[config.mk]
export PLATFORM = sky130hd
export DESIGN_NAME = lcd_timing_ctrl_flat
export DESIGN_NICKNAME = d
export VERILOG_FILES = /design/src/rtl/lcd_timing_ctrl_if.sv /design/src/rtl/lcd_timing_ctrl.sv /design/src/flat_wrapper.sv
export SDC_FILE = /design/constraint.sdc
export NUM_CORES = 1
export LEC_CHECK = 0
export ABC_AREA = 1
export ABC_CLOCK_PERIOD_IN_PS = 2240
export CORE_AREA = 4 4 82 46
export CTS_CLUSTER_SIZE = 25
export DETAILED_ROUTE_END_ITERATION = 12
export DIE_AREA = 0 0 86 50
export DONT_BUFFER_PORTS = 1
export GPL_TIMING_DRIVEN = 0
export MAX_ROUTING_LAYER = met4
export PLACE_DENSITY_LB_ADDON = 0.05
export REMOVE_ABC_BUFFERS = 1
export SLEW_MARGIN = 10
export SYNTH_ARGS = -nofsm -noshare
export SYNTH_HDL_FRONTEND = slang
export SYNTH_SLANG_ARGS = --single-unit
export TNS_END_PERCENT = 5
[constraint.sdc]
create_clock -name clk -period 2.24 [get_ports clk]
set_input_delay 0.224 -clock clk [delete_from_list [all_inputs] [get_ports clk]]
set_output_delay 0.224 -clock clk [all_outputs]
set_load 0.02 [all_outputs]
[src/rtl/lcd_timing_ctrl_if.sv]
// rtl/lcd_timing_ctrl_if.sv - register inputs and timing outputs of the LCD timing generator
interface lcd_timing_ctrl_if;
   logic       lcd_en;
   logic [7:0] lyc;
   logic [3:0] stat_sel;
   logic       drawline;
   logic [1:0] mode;
   logic [7:0] ly;
   logic       lyc_match;
   logic       vblank_irq;
   logic       stat_irq;
   logic       frame_start;

   // master: the timing generator itself
   modport master (
      input  lcd_en, lyc, stat_sel,
      output drawline, mode, ly, lyc_match, vblank_irq, stat_irq, frame_start
   );

   // slave: register file / renderer side
   modport slave (
      output lcd_en, lyc, stat_sel,
      input  drawline, mode, ly, lyc_match, vblank_irq, stat_irq, frame_start
   );
endinterface

[src/rtl/lcd_timing_ctrl.sv]
// rtl/lcd_timing_ctrl.sv - LCD dot/line timing generator; STAT interrupt built only with LCD_TIMING_STAT_IRQ_EN
module lcd_timing_ctrl #(
   parameter int DOTS_PER_LINE = 456,
   parameter int OAM_DOTS      = 80,
   parameter int XFER_DOTS     = 172,
   parameter int VISIBLE_LINES = 144,
   parameter int TOTAL_LINES   = 154
) (
   input  logic             clk,
   input  logic             reset,
   lcd_timing_ctrl_if.master bus
);
   localparam logic [8:0] OAM_END   = 9'(OAM_DOTS);
   localparam logic [8:0] XFER_END  = 9'(OAM_DOTS + XFER_DOTS);
   localparam logic [8:0] LAST_DOT  = 9'(DOTS_PER_LINE - 1);
   localparam logic [7:0] VIS_LINES = 8'(VISIBLE_LINES);
   localparam logic [7:0] LAST_LINE = 8'(TOTAL_LINES - 1);

   // counter state; run marks that the previous cycle was already enabled
   logic [8:0] dot_q, dot_nxt;
   logic [7:0] ly_q, ly_nxt;
   logic       run_q, run_nxt;

   // outputs decoded from the next counter values so they register together with them
   logic [1:0] mode_nxt;
   logic       drawline_nxt;
   logic       vblank_nxt;
   logic       frame_nxt;
   logic       match_nxt;

   // state register: dot/ly/run, cleared by reset
   always_ff @(posedge clk) begin
      if (!reset) begin
         dot_q <= 9'd0;
         ly_q  <= 8'd0;
         run_q <= 1'b0;
      end else begin
         dot_q <= dot_nxt;
         ly_q  <= ly_nxt;
         run_q <= run_nxt;
      end
   end

   // next-state: first enabled cycle starts at dot0/line0, then dots and lines wrap
   always_comb begin
      run_nxt = bus.lcd_en;
      dot_nxt = 9'd0;
      ly_nxt  = 8'd0;
      if (bus.lcd_en && run_q) begin
         if (dot_q == LAST_DOT) begin
            dot_nxt = 9'd0;
            ly_nxt  = (ly_q == LAST_LINE) ? 8'd0 : ly_q + 8'd1;
         end else begin
            dot_nxt = dot_q + 9'd1;
            ly_nxt  = ly_q;
         end
      end
   end

   // output decode of the next state; a disabled cycle decodes to idle so strobes are suppressed
   always_comb begin
      mode_nxt     = 2'd0;
      drawline_nxt = 1'b0;
      vblank_nxt   = 1'b0;
      frame_nxt    = 1'b0;
      match_nxt    = (ly_nxt == bus.lyc);
      if (bus.lcd_en) begin
         if (ly_nxt >= VIS_LINES)     mode_nxt = 2'd1;
         else if (dot_nxt < OAM_END)  mode_nxt = 2'd2;
         else if (dot_nxt < XFER_END) mode_nxt = 2'd3;
         else                         mode_nxt = 2'd0;
         drawline_nxt = (ly_nxt < VIS_LINES) && (dot_nxt == XFER_END);
         vblank_nxt   = (ly_nxt == VIS_LINES) && (dot_nxt == 9'd0);
         frame_nxt    = (ly_nxt == 8'd0) && (dot_nxt == 9'd0);
      end
   end

   assign bus.ly = ly_q;

   // output registers
   always_ff @(posedge clk) begin
      if (!reset) begin
         bus.mode        <= 2'd0;
         bus.drawline    <= 1'b0;
         bus.vblank_irq  <= 1'b0;
         bus.frame_start <= 1'b0;
         bus.lyc_match   <= 1'b0;
      end else begin
         bus.mode        <= mode_nxt;
         bus.drawline    <= drawline_nxt;
         bus.vblank_irq  <= vblank_nxt;
         bus.frame_start <= frame_nxt;
         bus.lyc_match   <= match_nxt;
      end
   end

`ifdef LCD_TIMING_STAT_IRQ_EN
   logic stat_line_nxt;
   logic stat_line_q;

   // STAT line: OR of enabled sources, forced low while disabled
   always_comb begin
      stat_line_nxt = bus.lcd_en &&
                      ((bus.stat_sel[0] && (mode_nxt == 2'd0)) ||
                       (bus.stat_sel[1] && (mode_nxt == 2'd1)) ||
                       (bus.stat_sel[2] && (mode_nxt == 2'd2)) ||
                       (bus.stat_sel[3] && match_nxt));
   end

   // rising-edge detect: overlapping sources keep the line high and give one pulse
   always_ff @(posedge clk) begin
      if (!reset) begin
         stat_line_q  <= 1'b0;
         bus.stat_irq <= 1'b0;
      end else begin
         stat_line_q  <= stat_line_nxt;
         bus.stat_irq <= stat_line_nxt && !stat_line_q;
      end
   end
`else
   logic unused_stat_sel;
   assign unused_stat_sel = ^bus.stat_sel;
   assign bus.stat_irq    = 1'b0;
`endif
endmodule
[src/flat_wrapper.sv]
// flat-port wrapper written by rule: the top's interface ports become plain ports
module lcd_timing_ctrl_flat 
#(
   parameter int DOTS_PER_LINE = 456,
   parameter int OAM_DOTS      = 80,
   parameter int XFER_DOTS     = 172,
   parameter int VISIBLE_LINES = 144,
   parameter int TOTAL_LINES   = 154
)
  (clk, reset, bus_lcd_en, bus_lyc, bus_stat_sel, bus_drawline, bus_mode, bus_ly, bus_lyc_match, bus_vblank_irq, bus_stat_irq, bus_frame_start);
  lcd_timing_ctrl_if bus_i ();
  input  logic clk;
  input  logic reset;
  input wire logic [$bits(bus_i.lcd_en)-1:0] bus_lcd_en;
  input wire logic [$bits(bus_i.lyc)-1:0] bus_lyc;
  input wire logic [$bits(bus_i.stat_sel)-1:0] bus_stat_sel;
  output wire logic [$bits(bus_i.drawline)-1:0] bus_drawline;
  output wire logic [$bits(bus_i.mode)-1:0] bus_mode;
  output wire logic [$bits(bus_i.ly)-1:0] bus_ly;
  output wire logic [$bits(bus_i.lyc_match)-1:0] bus_lyc_match;
  output wire logic [$bits(bus_i.vblank_irq)-1:0] bus_vblank_irq;
  output wire logic [$bits(bus_i.stat_irq)-1:0] bus_stat_irq;
  output wire logic [$bits(bus_i.frame_start)-1:0] bus_frame_start;
  assign bus_i.lcd_en = bus_lcd_en;
  assign bus_i.lyc = bus_lyc;
  assign bus_i.stat_sel = bus_stat_sel;
  assign bus_drawline = bus_i.drawline;
  assign bus_mode = bus_i.mode;
  assign bus_ly = bus_i.ly;
  assign bus_lyc_match = bus_i.lyc_match;
  assign bus_vblank_irq = bus_i.vblank_irq;
  assign bus_stat_irq = bus_i.stat_irq;
  assign bus_frame_start = bus_i.frame_start;
  lcd_timing_ctrl #(.DOTS_PER_LINE(DOTS_PER_LINE), .OAM_DOTS(OAM_DOTS), .XFER_DOTS(XFER_DOTS), .VISIBLE_LINES(VISIBLE_LINES), .TOTAL_LINES(TOTAL_LINES)) u_core (.clk(clk), .reset(reset), .bus(bus_i));
endmodule
==> flow_metrics.env, run 1 <==
export IMPL_status="completed"
export IMPL_crit_chain="ha_1, nand2_1, nor3_1, nand2_1, nand2_2, nand3_2, nand3_1, nand2_1, inv_1, nor2_1"
export IMPL_die_w_um=86
export IMPL_layout_area_overhead_vs_synth_pct=6.40
export IMPL_rr_startpoint="u_core.bus.ly[0]$_SDFF_PN0_"
export IMPL_cp_required_ns=2.42
export IMPL_iteration_0_drc_markers=72
export IMPL_ff2ff_path_depth=10
export IMPL_layout_worst_path_cycle_share=0.849
export IMPL_n_antenna_cell=0
export IMPL_total_length_of_routed_wires_um=3760
export IMPL_vdd_drop_max_mv=0.253
export IMPL_antenna_violating_nets_post_route=0
export IMPL_clock_tree_from_tritoncts="done"
export IMPL_finish_net_count=279
export IMPL_numPortBuffers=0
export IMPL_yosysUniqueCellTypes=27
export IMPL_fin_crit_ns=1.90
export IMPL_drcViolationCount=0
export IMPL_pwr_density_mw_per_mm2=505
export IMPL_netlist_area_mm2=0.00160
export IMPL_clock_latency_ns=0.27
export IMPL_setup_violations_final=0
export IMPL_postCtsSetupBuffers=0
export IMPL_clk_sinks=24
export IMPL_design_portCount=30
export IMPL_final_hold_viol_count=0
export IMPL_dieHeight_um=50
export IMPL_number_of_global_route_vias_before_repair=1368
export IMPL_antenna_found_initial=0
export IMPL_signal_arrival_time_at_the_worst_endpoint_ns=2.08
export IMPL_gr_total_overflow=0
export IMPL_fp_row_count=14
export IMPL_worst_slew_pin_slew_ns=0.676
export IMPL_post_cts_resized=0
export IMPL_criticalPathCategory="reg -> reg"
export IMPL_slew_headroom=0.549
export IMPL_crit_path_frequent_cell="nand2_1"
export IMPL_final_seq_area_um2=480
export IMPL_max_cap_violations=0
export IMPL_slowest_delay_ns=0.57
export IMPL_grt_start_max_net_pins=18
export IMPL_start_util=0.542
export IMPL_gr_usage_all_layers=0.183
export IMPL_placeableCoreArea_mm2=0.00296
export IMPL_routabilityCongestion=0.875
export IMPL_r2r_path_end="u_core.bus.drawline$_SDFF_PN0_"
export IMPL_rsz0062_at_grt="false"
export IMPL_synth_seq_area_share=0.300
export IMPL_fraction_of_final_layout_cells_sized_beyond_drive_strength_1=0.104
export IMPL_final_max_slew_violation_count=0
export IMPL_synth_seq_cells=24
export IMPL_avgRoutedWirePerCell_um=12.5
export IMPL_fmax_mhz=526
export IMPL_worstPathMaxFanout=6
export IMPL_dpl_hpwl_um=2930
export IMPL_drt_pass1_iterations=4
export IMPL_crit_slowest_cell="dfxtp_1"
export IMPL_worst_clock_skew_ns=0.00149
export IMPL_endpoint_kind="register"
export IMPL_route_vias_total=1525
export IMPL_multi_input_area_um2=970
export IMPL_setup_worst_path_start="u_core.bus.ly[0]$_SDFF_PN0_"
export IMPL_clock_root_buffer="clkbuf_8"
export IMPL_worst_setup_hold_path_clk_slew_ns=0.09
export IMPL_numCtsBuffers=3
export IMPL_hold_path_class="in -> reg"
export IMPL_final_core_util=0.577
export IMPL_worst_setup_path_endpoint="u_core.bus.drawline$_SDFF_PN0_"
export IMPL_timing_hold_ws_ns=0.120
export IMPL_regToRegSetupSlack_ns=0.34
export IMPL_filler_cells=300
export IMPL_critical_path_startpoint_type="register"
export IMPL_die_area_mm2=0.00430
export IMPL_grt_first_pass_wirelength_um=6140
export IMPL_viasPerCell=5.08
export IMPL_ctsHtreeMaxLevel=1
export IMPL_finalSetupTns_ns=0
export IMPL_ys_warnings_count=0
export IMPL_post_syn_instances=259
export IMPL_post_synth_cell_area_avg_um2=6.19
export IMPL_total_leakage_power_uw=0.000828
export IMPL_cts_hold_fix_buffers=0
export IMPL_clockBufferDepth=2
synthesized netlist by cell type, drive strengths merged:
cell type | count | area share
a21oi | 3 | 0.0094
buf | 2 | 0.0094
clkbuf | 1 | 0.0023
clkinv | 2 | 0.0047
conb | 1 | 0.0023
dfxtp | 24 | 0.30
ha | 3 | 0.023
inv | 34 | 0.080
nand2 | 78 | 0.21
nand3 | 35 | 0.12
nand3b | 1 | 0.0047
nand4 | 11 | 0.043
nor2 | 53 | 0.14
nor2b | 2 | 0.0078
nor3 | 4 | 0.012
o21ai | 2 | 0.0086
o21bai | 1 | 0.0047
or2 | 2 | 0.0094
power by group:
part	internal [µW]	total, µW	switching, µW
Clock	239	385	146
Sequential	430	434	4.34
Combinational	12.6	42.6	30.0
per-stage QoR:
stage | setup WS [ns] | total power [µW] | cells | cell area, µm²
after floorplan | 0.641 | 477 | 256 | 1590
after global placement | 0.386 | 486 | 296 | 1640
after detailed placement | 0.370 | 487 | 296 | 1640
after CTS | 0.328 | 873 | 300 | 1710
after global routing | 0.158 | 894 | 300 | 1710
final | 0.338 | 862 | 300 | 1710
registers in the layout, indices dropped and copies added, names as in the netlist:
signal / count
u_core.run_q: 1
u_core.bus.ly: 8
u_core.bus.frame_start: 1
u_core.bus.vblank_irq: 1
u_core.bus.mode: 2
u_core.bus.drawline: 1
u_core.dot_q: 9
u_core.bus.lyc_match: 1
placed cells by master, fill, tap and decap left out, types with 2 or more instances in the layout:
| master | instances |
|---|---|
| nand2_4 | 3 |
| nand3_1 | 30 |
| nor2_4 | 3 |
| clkbuf_8 | 3 |
| nand4_1 | 11 |
| inv_1 | 32 |
| nor2b_1 | 2 |
| clkinv_1 | 2 |
| nand2_1 | 72 |
| nand2_2 | 2 |
| nor2_1 | 46 |
| dfxtp_1 | 24 |
| nand3_2 | 5 |
| a21oi_1 | 3 |
| inv_2 | 2 |
| nor2_2 | 4 |
| ha_1 | 3 |
| nor3_1 | 4 |
layout make-up:
type                            instances  area share
Clock inverter                          1      0.0176
Tap cell                               40      0.0293
Clock buffer                            3      0.0242
Inverter                               36      0.0792
Multi-Input combinational cell        196       0.568
Sequential cell                        24       0.282
cells by family after synthesis:
group                      count (synthesis)  synth area share
DFF                                       24             0.300
buffers and inverters                     39            0.0959
adders and majority gates                  3            0.0234
AOI/OAI and AO/OA                          6            0.0226
and+or+nand+nor                          186             0.556
other                                      1           0.00234
how the worst min path moves through the flow:
stage | startpoint | endpoint | slack (ns) | cells after the start
6_report | bus_lcd_en | u_core.bus.mode[0]$_SDFF_PN0_ | 0.12 | 2
5_1_grt | bus_lcd_en | u_core.bus.mode[0]$_SDFF_PN0_ | 0.13 | 2
4_1_cts | bus_lcd_en | u_core.bus.mode[0]$_SDFF_PN0_ | 0.11 | 2
3_5_place_dp | bus_lcd_en | u_core.bus.mode[0]$_SDFF_PN0_ | 0.41 | 2
3_3_place_gp | bus_lcd_en | u_core.bus.mode[0]$_SDFF_PN0_ | 0.41 | 2
2_1_floorplan | bus_lcd_en | u_core.bus.mode[0]$_SDFF_PN0_ | 0.38 | 2
per-layer routing:
layer | routed length, µm | GRT usage | up-vias
met5 | 0 | - | -
met1 | 1820 | 0.234 | 662
met3 | 236 | 0.0599 | 2
met4 | 12 | 0.0263 | 0
met2 | 1690 | 0.289 | 44
li1 | - | - | 817
worst max-delay path, delay by kind of cell (launching register included):
| kind | cells | cell delay (ns) |
|---|---|---|
| AND/OR/NAND/NOR | 8 | 0.92 |
| flip-flops | 1 | 0.57 |
| adder cells (fa/ha/maj) | 1 | 0.24 |
| buffers and inverters | 1 | 0.08 |
Power figures use the tool's default switching activity.
==> run 2, diff against run 1 <==
Settings changed: ABC_CLOCK_PERIOD_IN_PS 2240 to 1700.
Clock period 2.24 ns to 1.7 ns, I/O delays scaled along.
==> flow_metrics.env, run 2 (same netlist as run 1, synthesis figures left out) <==
export IMPL_totalPowerFinal_uw=1140
export IMPL_start_util=0.542
export IMPL_total_length_of_routed_wires_um=4060
export IMPL_pwr_density_mw_per_mm2=592
export IMPL_largest_register="u_core.dot_q"
export IMPL_worst_clock_skew_ns=0.00306
export IMPL_place_area_mm2=0.00164
export IMPL_placeableCoreArea_mm2=0.00296
export IMPL_numCtsBuffers=3
export IMPL_final_seq_area_um2=507
export IMPL_clockBufferDepth=2
export IMPL_status="completed"
export IMPL_fin_crit_ns=1.67
export IMPL_met1Wirelength_um=1860
export IMPL_fp_row_count=14
export IMPL_worst_slew_pin_slew_ns=0.564
export IMPL_hold_path_class="in -> reg"
export IMPL_layout_area_overhead_vs_synth_pct=20.3
export IMPL_worstPathMaxFanout=7
export IMPL_fin_area_mm2=0.00193
export IMPL_timing_hold_ws_ns=0.0662
export IMPL_slew_headroom=0.622
export IMPL_clock_tree_from_tritoncts="done"
export IMPL_clock_root_buffer="clkbuf_8"
export IMPL_finish_net_count=286
export IMPL_filler_cells=278
export IMPL_multi_input_area_mm2=0.00110
export IMPL_layout_worst_path_cycle_share=0.981
export IMPL_mostFrequentLayoutCells="59 x nand2_1, 42 x nor2_1, 28 x inv_1, 24 x nand3_1, 14 x nand2_2"
export IMPL_regToRegSetupSlack_ns=0.03
export IMPL_gr_total_overflow=0
export IMPL_n_antenna_cell=0
export IMPL_worst_setup_hold_path_clk_slew_ns=0.09
export IMPL_ctsHtreeMaxLevel=1
export IMPL_antenna_violating_nets_post_route=0
export IMPL_clock_latency_ns=0.27
export IMPL_final_max_slew_violation_count=0
export IMPL_avgRoutedWirePerCell_um=13.2
export IMPL_setup_worst_path_start="u_core.dot_q[1]$_SDFF_PN0_"
export IMPL_antenna_found_initial=0
export IMPL_maxUsedRoutingLayer="met4"
export IMPL_largest_register_ff_count=9
export IMPL_mostFrequentLayoutCell="nand2_1"
export IMPL_gr_usage_all_layers=0.190
export IMPL_drt_pass1_iterations=4
export IMPL_die_area_mm2=0.00430
export IMPL_routabilityCongestion=0.875
export IMPL_routed_wl_met2_um=1920
export IMPL_hold_path_startpoint="bus_lcd_en"
export IMPL_endpoint_kind="register"
export IMPL_total_leakage_power_uw=0.000876
export IMPL_met3RoutedLength_um=269
export IMPL_die_w_um=86
export IMPL_criticalPathCategory="reg -> reg"
export IMPL_max_cap_violations=0
export IMPL_dieHeight_um=50
export IMPL_dpl_hpwl_um=2930
export IMPL_grt_start_max_net_pins=18
export IMPL_rsz0062_at_grt="true"
export IMPL_drcViolationCount=0
export IMPL_final_hold_viol_count=0
export IMPL_design_portCount=30
export IMPL_viasPerCell=5.22
export IMPL_number_of_global_route_vias_before_repair=1437
export IMPL_critical_path_startpoint_type="register"
export IMPL_grt_first_pass_wirelength_um=6360
export IMPL_vdd_drop_max_mv=0.335
export IMPL_route_vias_total=1602
export IMPL_setup_violations_final=0
export IMPL_cp_required_ns=1.91
export IMPL_iteration_0_drc_markers=80
export IMPL_clk_sinks=24
export IMPL_fmax_mhz=600
export IMPL_numPortBuffers=0
export IMPL_rr_startpoint="u_core.dot_q[1]$_SDFF_PN0_"
export IMPL_signal_arrival_time_at_the_worst_endpoint_ns=1.88
export IMPL_fraction_of_final_layout_cells_sized_beyond_drive_strength_1=0.292
==> run 2: cell count changes in the layout (fill, tap and decap cells not counted), sizes merged <==
cell | previous run | this run
inv | 34 | 33
clkinvlp | 0 | 1
buf | 0 | 7
==> run 2: metal layers <==
layer,vias to the layer above,global-route usage
met1,731,0.235
met2,35,0.308
met4,0,0.0342
li1,834,-
met3,2,0.0599
met5,-,-
==> run 2: layout make-up <==
class                      instances  area share
multi-input combinational        196       0.571
tap                               40      0.0259
sequential                        24       0.263
clock inverter                     1      0.0156
timing repair buffer               7      0.0292
clock buffer                       3      0.0214
inverter                          36      0.0746
==> run 2: per-stage QoR <==
stage,worst slack [ns],cells,setup TNS (ns),util
global placement,-0.154,296,-0.877,0.552
global route,-0.115,307,-0.484,0.652
CTS,0.00333,307,0,0.605
finish,0.0330,307,0,0.652
floorplan,0.101,256,0,-
detailed placement,-0.170,296,-0.945,0.552
==> run 2: worst paths after layout <==
path                            depth (start not counted)                         endpoint
worst max register to register                         13  u_core.bus.lyc_match$_SDFF_PN0_
worst min-delay path                                    2    u_core.bus.mode[0]$_SDFF_PN0_
worst min register to register                          4       u_core.dot_q[6]$_SDFF_PN0_
worst max-delay path                                   13  u_core.bus.lyc_match$_SDFF_PN0_
==> run 2: power breakdown <==
| part | switching, µW | leakage (µW) | internal (µW) |
|---|---|---|---|
| Sequential | 5.34 | 0.000202 | 560 |
| Clock | 196 | 0.0000357 | 315 |
| Combinational | 44.9 | 0.000638 | 20.2 |
==> run 2: timing repair <==
item / in CTS / in global routing
setup endpoints to repair: 6 / 6
cloned: 0 / 0
resized for setup: 15 / 43
hold endpoints to repair: 0 / 0
hold buffers: 0 / 0
pin swaps: 9 / 18
setup buffers: 7 / 0
==> run 2: critical path: stages (launching register included) <==
cell	delay, ns
dfxtp_2	0.36
ha_4	0.17
nand2_8	0.08
clkinv_4	0.06
nand2_4	0.04
nor2_4	0.26
nand2_2	0.09
nand2_2	0.11
nand3_4	0.09
nand2_2	0.08
inv_2	0.03
nor2_1	0.07
nand3_1	0.07
nor2_1	0.10
